==> src/rtl/quad_step_decoder.sv <==
// rtl/quad_step_decoder.sv - quadrature encoder step/direction decoder with input filtering
//
// Purpose:
//   Synchronizes and debounces the two encoder channels, then decodes each
//   filtered Gray-code transition into a one-cycle step pulse plus direction.
//   Two-bit jumps are flagged as illegal in a sticky flag and a saturating count.
//
// Ports:
//   clk        in   rising-edge clock
//   reset      in   synchronous, active-high reset
//   quad_a     in   asynchronous encoder channel A
//   quad_b     in   asynchronous encoder channel B
//   clear_err  in   synchronous clear of err / err_count
//   up_down    out  direction of the last valid step (1 = up)
//   step       out  one-cycle pulse per valid transition
//   err        out  sticky illegal-transition flag
//   err_count  out  saturating count of illegal transitions

module quad_step_decoder #(
  parameter int FILTER_LEN = 4
) (
  input  logic       clk,
  input  logic       reset,
  input  logic       quad_a,
  input  logic       quad_b,
  input  logic       clear_err,
  output logic       up_down,
  output logic       step,
  output logic       err,
  output logic [7:0] err_count
);

  localparam logic [3:0] FLEN      = 4'(FILTER_LEN);
  // INIT lasts FILTER_LEN+2 cycles: long enough for the synchronizer to settle
  localparam logic [4:0] INIT_LAST = 5'(FILTER_LEN + 1);

  typedef enum logic {
    ST_INIT = 1'b0,
    ST_RUN  = 1'b1
  } state_t;

  state_t     state_q, state_d;
  logic [4:0] init_cnt_q, init_cnt_d;

  // Channel vectors are packed {A, B}
  logic [1:0] sync1_q, sync2_q;
  logic [1:0] filt_q, filt_d;
  logic [3:0] fcnt_q [2];
  logic [3:0] fcnt_d [2];
  logic [1:0] prev_q, prev_d;

  logic       step_q, step_d;
  logic       up_down_q, up_down_d;
  logic       err_q, err_d;
  logic [7:0] err_count_q, err_count_d;

  logic [1:0] pos_cur, pos_prev, delta;
  logic       illegal;

  // ---------------------------------------------------------------------------
  // FSM: state register
  // ---------------------------------------------------------------------------
  always_ff @(posedge clk) begin
    if (reset) begin
      state_q    <= ST_INIT;
      init_cnt_q <= 5'd0;
    end else begin
      state_q    <= state_d;
      init_cnt_q <= init_cnt_d;
    end
  end

  // ---------------------------------------------------------------------------
  // FSM: next-state logic
  // ---------------------------------------------------------------------------
  always_comb begin
    state_d    = state_q;
    init_cnt_d = init_cnt_q;
    case (state_q)
      ST_INIT: begin
        if (init_cnt_q == INIT_LAST) begin
          state_d    = ST_RUN;
          init_cnt_d = 5'd0;
        end else begin
          init_cnt_d = init_cnt_q + 5'd1;
        end
      end
      default: begin
        init_cnt_d = 5'd0;
      end
    endcase
  end

  // ---------------------------------------------------------------------------
  // Per-channel filter: the filtered level only follows sync2 after it has
  // disagreed for FILTER_LEN consecutive cycles. INIT bypasses the filter so
  // whatever static level is present after reset is adopted silently.
  // ---------------------------------------------------------------------------
  always_comb begin
    filt_d = filt_q;
    for (int i = 0; i < 2; i++) begin
      fcnt_d[i] = fcnt_q[i];
      if (state_q == ST_INIT) begin
        filt_d[i] = sync2_q[i];
        fcnt_d[i] = 4'd0;
      end else if (sync2_q[i] != filt_q[i]) begin
        if (fcnt_q[i] + 4'd1 == FLEN) begin
          filt_d[i] = sync2_q[i];
          fcnt_d[i] = 4'd0;
        end else begin
          fcnt_d[i] = fcnt_q[i] + 4'd1;
        end
      end else begin
        fcnt_d[i] = 4'd0;
      end
    end
  end

  // ---------------------------------------------------------------------------
  // FSM: output logic (transition decode)
  // Gray position 00=0, 01=1, 11=2, 10=3; a position delta of +1 is up,
  // -1 is down and 2 means both channels moved at once.
  // ---------------------------------------------------------------------------
  assign pos_cur  = {filt_q[1], filt_q[1] ^ filt_q[0]};
  assign pos_prev = {prev_q[1], prev_q[1] ^ prev_q[0]};
  assign delta    = pos_cur - pos_prev;

  always_comb begin
    step_d      = 1'b0;
    up_down_d   = up_down_q;
    err_d       = err_q;
    err_count_d = err_count_q;
    prev_d      = prev_q;
    illegal     = 1'b0;

    if (state_q == ST_INIT) begin
      prev_d = sync2_q;
    end else begin
      prev_d = filt_q;
      case (delta)
        2'd1: begin
          step_d    = 1'b1;
          up_down_d = 1'b1;
        end
        2'd3: begin
          step_d    = 1'b1;
          up_down_d = 1'b0;
        end
        2'd2: illegal = 1'b1;
        default: ;
      endcase
    end

    // A clear coinciding with an illegal transition restarts the count at 1
    if (clear_err) begin
      err_d       = illegal;
      err_count_d = {7'd0, illegal};
    end else if (illegal) begin
      err_d = 1'b1;
      if (err_count_q != 8'hFF) begin
        err_count_d = err_count_q + 8'd1;
      end
    end
  end

  // ---------------------------------------------------------------------------
  // Datapath registers
  // ---------------------------------------------------------------------------
  always_ff @(posedge clk) begin
    if (reset) begin
      sync1_q     <= 2'b00;
      sync2_q     <= 2'b00;
      filt_q      <= 2'b00;
      fcnt_q[0]   <= 4'd0;
      fcnt_q[1]   <= 4'd0;
      prev_q      <= 2'b00;
      step_q      <= 1'b0;
      up_down_q   <= 1'b1;
      err_q       <= 1'b0;
      err_count_q <= 8'd0;
    end else begin
      sync1_q     <= {quad_a, quad_b};
      sync2_q     <= sync1_q;
      filt_q      <= filt_d;
      fcnt_q[0]   <= fcnt_d[0];
      fcnt_q[1]   <= fcnt_d[1];
      prev_q      <= prev_d;
      step_q      <= step_d;
      up_down_q   <= up_down_d;
      err_q       <= err_d;
      err_count_q <= err_count_d;
    end
  end

  assign up_down   = up_down_q;
  assign step      = step_q;
  assign err       = err_q;
  assign err_count = err_count_q;

endmodule
==> config.mk <==
export PLATFORM = sky130hd
export DESIGN_NAME = quad_step_decoder
export DESIGN_NICKNAME = d
export VERILOG_FILES = /design/src/rtl/quad_step_decoder.sv
export SDC_FILE = /design/constraint.sdc
export NUM_CORES = 1
export LEC_CHECK = 0
export BUFFER_PORTS_ARGS = -buffer_cell sky130_fd_sc_hd__buf_2
export CORE_ASPECT_RATIO = 0.5
export CORE_MARGIN = 10
export CORE_UTILIZATION = 50
export DETAILED_ROUTE_END_ITERATION = 10
export PLACE_DENSITY = 0.7
export SYNTH_ARGS = -nofsm -noshare
export SYNTH_HDL_FRONTEND = slang
export SYNTH_SLANG_ARGS = --single-unit
==> constraint.sdc <==
create_clock -name clk -period 2.3 [get_ports clk]
set_input_delay 0.575 -clock clk [delete_from_list [all_inputs] [get_ports clk]]
set_output_delay 0.575 -clock clk [all_outputs]
set_load 0.01 [all_outputs]
; ---- After elaboration in Yosys (flattened, before gate mapping)
; Memories as Yosys holds them, arrays and structs flattened.
; Index checks and enable logic that the tools add are counted.
[classes]
n_addsub = 5
mul = 0
div = 0
magnitude_cmp = 0
eq_ne = 13
n_shift = 0
n_mux = 29
bitwise_logic = 5
n_reduce_logical = 12
[op_table]
columns = operator, n
row1 = $mux W4, 8
row2 = $mux W1, 19
row3 = $reduce_and A2 Y1, 5
row4 = $add A4 B1 Y4 const B, 2
row5 = $add A8 B1 Y8 const B, 1
row6 = $eq A4 B3 Y1 const B, 2
row7 = $ne A2 B1 Y1 const B, 4
row8 = $ne A8 B8 Y1 const B, 1
row9 = $reduce_bool A2 Y1, 3
row10 = $reduce_or A2 Y1, 3
row11 = $add A5 B1 Y5 const B, 1
row12 = $eq A5 B3 Y1 const B, 1
row13 = $eq A2 B2 Y1 const B, 2
row14 = $reduce_or A3 Y1, 1
row15 = $eq A2 B1 Y1 const B, 1
row16 = $mux W2, 1
row17 = $ne A1 B1 Y1, 2
row18 = $or A1 B1 Y1, 2
row19 = $pmux W1 S2, 1
row20 = $sub A2 B2 Y2, 1
row21 = $xor A1 B1 Y1, 2
row22 = $not A1 Y1, 1
[word_totals]
regBits = 25
latch_bits = 0
mem_bits_rw = 8
rom_bits = 0
out_inout_bits = 11
word_cells = 77
mem_count = 1
[mem_list]
columns = memory, depth, word_bits, rd, rd_clocked_by_memory_dff, write_ports, line_no
row1 = fcnt_q, 2, 4, 2, 0, 2, 48  ; logic [3:0] fcnt_q [2];

; ---- Longest topological paths before layout
[depth]
word_depth = 7
mapped_depth = 7

; ---- Worst setup path after synthesis
; OpenSTA, ideal clock, no wires.
[synth_timing]
path_type = register to register
from = reg filt_q[1]
to = reg err_count_q[6], in the netlist err_count[6]
setup_time_ns = 0.115
arrival_time_ns = 1.769
t_required_ns = 2.185
setup_slack_ns = 0.416
path_stages_with_launch = 8
n_path_buf = 1
cell_sequence = dfxtp_1 > xnor2_1 > ha_1 > xnor3_1 > a211o_1 > buf_6 > o31a_1 > o21a_1
[synth_between]
elab_chain_cells = 6
[synth_lines]
columns = element, line_no
row1 = from (decl), 47  ; logic [1:0] filt_q, filt_d;
row2 = from (signal assigned), 184  ; filt_q <= filt_d;
row3 = $xor A1 B1 Y1, 124  ; assign pos_cur = {filt_q[1], filt_q[1] ^ filt_q[0]};
row4 = $sub A2 B2 Y2 *, 126  ; assign delta = pos_cur - pos_prev;
row5 = $eq A2 B2 Y1 *, 140  ; case (delta)
row6 = $mux W1 *, 140
row7 = $mux W1 *, 136  ; if (state_q == ST_INIT) begin
row8 = $reduce_and A2 Y1 (no line) *, -
row9 = to (signal assigned), 191  ; err_count_q <= err_count_d;
row10 = to (decl), 55  ; logic [7:0] err_count_q, err_count_d;
; Mark *: on every way between the ends. The rest lies on a longest branch, timed or not.
; A chain may end at the register's enable or synchronous reset.

; ---- Worst setup path in the final report
[layout_timing]
from = reg filt_q[1]
to = reg err_count_q[5], in the netlist err_count[5]
; Same word-level chain as after synthesis.

==> impl_metrics.prom <==
# TYPE chip_impl_metric gauge
chip_impl_metric{name="grt_pass1_wl",unit="mm"} 3.843
chip_impl_metric{name="fmaxAchievable",unit="GHz"} 0.4933
chip_impl_metric{name="max-slew-margin-rel",unit=""} 0.7576
chip_impl_info{name="most_common_library_cell_in_the_layout_ignoring_fill_and_taps",value="dfxtp_1"} 1
chip_impl_metric{name="first_global_vias",unit=""} 891
chip_impl_metric{name="vias",unit=""} 1020
chip_impl_metric{name="drt_first_pass_iters",unit=""} 4
chip_impl_metric{name="stdcell_count",unit=""} 204
chip_impl_metric{name="p_total",unit="mW"} 1.198
chip_impl_metric{name="cts.clk_slew.worst_paths",unit="ns"} 0.07
chip_impl_metric{name="initial_utilization",unit=""} 0.5249
chip_impl_info{name="min-delay-path-class",value="flip-flop to flip-flop"} 1
chip_impl_metric{name="post_synthesis_area_per_instance",unit="µm²"} 9.298
chip_impl_metric{name="worst_slew_pin_slew",unit="ns"} 0.3636
chip_impl_info{name="synth.top_cells.by_area",value="dfxtp_1 49%, ha_1 5.5%, nor2_1 5.0%"} 1
chip_impl_metric{name="number_of_i_o_port_buffers",unit=""} 15
chip_impl_info{name="timing.critical_path.from",value="filt_q[1]$_SDFFE_PP0P_"} 1
chip_impl_info{name="result_of_the_run",value="complete, no violations"} 1
chip_impl_metric{name="post_drt_via_cell_ratio",unit=""} 5.000
chip_impl_info{name="min_from",value="sync1_q[1]$_SDFF_PP0_"} 1
chip_impl_metric{name="cts_post_setup_buffers_inserted",unit=""} 0
chip_impl_metric{name="design.final.nets",unit=""} 177
chip_impl_info{name="timing.critical_path.from_type",value="flip-flop"} 1
chip_impl_metric{name="fin_crit_sh",unit=""} 0.8814
chip_impl_metric{name="worst_clock_skew",unit="ns"} 0.003540
chip_impl_metric{name="worst_ir_drop_vdd",unit="µV"} 435.4
chip_impl_metric{name="htreeDepth",unit=""} 2
chip_impl_info{name="rsz_0062_raised_after_global_routing",value="no"} 1
chip_impl_metric{name="die_x",unit="µm"} 93.69
chip_impl_metric{name="synth_largest_type_area_fraction",unit=""} 0.4866
chip_impl_metric{name="synthesis.nets",unit=""} 157
chip_impl_metric{name="drive_above_1_share",unit=""} 0.1617
chip_impl_info{name="clock_tree.root_cell",value="clkbuf_8"} 1
chip_impl_metric{name="remaining_drc_errors",unit=""} 0
chip_impl_metric{name="rr_worst_depth",unit=""} 6
chip_impl_metric{name="diodes",unit=""} 0
chip_impl_metric{name="route.antenna.remaining_nets",unit=""} 0
chip_impl_metric{name="die_h",unit="µm"} 56.85
chip_impl_metric{name="drt-wirelength-per-cell",unit="µm"} 11.30
chip_impl_metric{name="grt-ovfl-total",unit=""} 0
chip_impl_info{name="synth_area_leader_cell",value="dfxtp_1"} 1
chip_impl_metric{name="period_needed",unit="ns"} 2.027
chip_impl_metric{name="cts.sink_count",unit=""} 33
chip_impl_metric{name="crit_path_max_fanout",unit=""} 15
chip_impl_metric{name="cap_viol_max_count",unit=""} 0
chip_impl_info{name="worst-setup-path-type",value="flip-flop to flip-flop"} 1
chip_impl_metric{name="layout_setup_ws",unit="ns"} 0.2727
chip_impl_metric{name="drt-initial-drc-count",unit=""} 45
chip_impl_metric{name="floorplan.rows",unit=""} 13
chip_impl_metric{name="post_placement_setup_slack",unit="ns"} 0.2899
chip_impl_metric{name="numCtsBuffers",unit=""} 5
chip_impl_metric{name="gp_routability_congestion",unit=""} 0.7248
chip_impl_metric{name="synth_warnings",unit=""} 0
chip_impl_metric{name="final_cell_area",unit="mm²"} 0.001584
chip_impl_info{name="endpoint_kind",value="flip-flop"} 1
chip_impl_metric{name="antenna_found_initial",unit=""} 0
chip_impl_metric{name="arrival",unit="ns"} 2.24
chip_impl_metric{name="cts_resized",unit=""} 0
chip_impl_metric{name="design.core.area",unit="mm²"} 0.002586
chip_impl_metric{name="netlist-cell-type-count",unit=""} 26
chip_impl_metric{name="timing.hold.worst_path_depth",unit=""} 1
chip_impl_info{name="r2r_start",value="filt_q[1]$_SDFFE_PP0P_"} 1
chip_impl_metric{name="place_inst",unit=""} 196
chip_impl_metric{name="slew_violations",unit=""} 0
chip_impl_metric{name="cts_hold_buf",unit=""} 0
chip_impl_metric{name="grt_max_degree",unit=""} 17
chip_impl_metric{name="dpl-instance-area",unit="mm²"} 0.001468
chip_impl_metric{name="hpwlAfterDp",unit="mm"} 1.650
chip_impl_metric{name="setup_viol",unit=""} 0
chip_impl_metric{name="setup-tns-final",unit="ns"} 0
chip_impl_metric{name="die-area",unit="mm²"} 0.005326
chip_impl_metric{name="clock_latency",unit="ns"} 0.28
chip_impl_metric{name="power.leakage",unit="nW"} 0.6305
chip_impl_metric{name="yosys_register_bits",unit=""} 33
chip_impl_metric{name="global_route.usage.total",unit=""} 0.09297
chip_impl_metric{name="synthesis.area",unit="mm²"} 0.001358
chip_impl_info{name="most-common-layout-cells",value="33 x dfxtp_1, 18 x nor2_1, 15 x buf_2, 12 x nand3_1, 10 x a21oi_1"} 1
chip_impl_info{name="tritoncts",value="built"} 1
chip_impl_metric{name="ioPinCount",unit=""} 16
chip_impl_metric{name="wl",unit="mm"} 2.305
chip_impl_metric{name="synth_cells",unit=""} 146
chip_impl_metric{name="ys_seq_area_frac",unit=""} 0.4866
chip_impl_metric{name="pwr_density_cell",unit="mW/mm²"} 756.2
chip_impl_metric{name="final_hold_viol_count",unit=""} 0
chip_impl_metric{name="max-clock-path-buffers",unit=""} 2
chip_impl_metric{name="crit_required",unit="ns"} 2.51
chip_impl_metric{name="area.growth.synth_to_final",unit="%"} 16.68
-- state kept, by name (all words and copies together), names as in the netlist --
signal / flops
err: 1
prev_q: 2
state_q: 1
err_count: 8
fcnt_q: 8
up_down: 1
init_cnt_q: 5
filt_q: 2
sync1_q: 2
sync2_q: 2
step: 1
-- cells in the mapped netlist --
master / instances
a31oi_1: 1
and3_1: 3
mux2i_1: 3
o31a_1: 1
inv_1: 5
nand2_1: 9
xnor3_1: 1
o21a_1: 1
and4_1: 1
xor2_1: 5
buf_6: 1
clkbuf_1: 2
dfxtp_1: 33
a211o_1: 1
a21oi_1: 10
nor2b_1: 7
or3b_2: 2
nor4_1: 1
or3_1: 6
ha_1: 6
or2_2: 2
nor2_1: 18
nand3_1: 12
xnor2_1: 6
o21ai_0: 7
nand2b_1: 2
-- worst max-delay path, cell delays in order, from the launching register on --
cell and delay [ns]:
dfxtp_1 0.42, xnor2_1 0.15, ha_1 0.17, xnor3_1 0.25, a211o_1 0.44, or3_1 0.39, a21oi_1 0.15
-- metal layers --
layer	track usage	up-vias	share of wire
met3	0.06093	5	0.050
met5	0	-	0
met4	0.05161	0	0.017
met2	0.1303	14	0.44
met1	0.1037	466	0.49
li1	-	535	-
-- final timing paths --
path / endpoint / slack [ns]
max reg2reg: err_count[5]$_SDFFE_PP0P_ / 0.27
min reg2reg: sync2_q[1]$_SDFF_PP0_ / 0.44
min: sync2_q[1]$_SDFF_PP0_ / 0.44
max: err_count[5]$_SDFFE_PP0P_ / 0.27
-- final cells by class --
type | instances | area, µm²
inverters | 5 | 18.77
clock buffers | 7 | 86.33
multi-input cells | 105 | 659.4
repair buffers | 16 | 82.58
fillers | 227 | 1002
clock inverters | 1 | 30.03
flip-flops and latches | 33 | 660.6
well taps | 37 | 46.29
-- stage by stage --
stage / util / hold slack (ns)
detailed placement: 0.5675 / 0.4290
global placement: 0.5675 / 0.4168
finish: 0.6125 / 0.4371
floorplan: - / 0.4138
CTS: 0.6125 / 0.4432
global route: 0.6125 / 0.4543
-- power by group --
group / internal (mW) / switching, mW
combinational: 0.0217 / 0.0254
clock: 0.353 / 0.204
sequential: 0.584 / 0.00961
total: 0.959 / 0.239
-- cell families after synthesis --
family | Yosys count | synth area share
AO/OA/AOI/OAI | 21 | 0.08572
adder cells (fa/ha/maj) | 6 | 0.05530
AND/OR/NAND/NOR | 63 | 0.2350
buffers and inverters | 8 | 0.02765
multiplexers | 3 | 0.02212
XOR/XNOR | 12 | 0.08755
flip-flops | 33 | 0.4866
No activity file was read; power rests on OpenSTA's default activity.
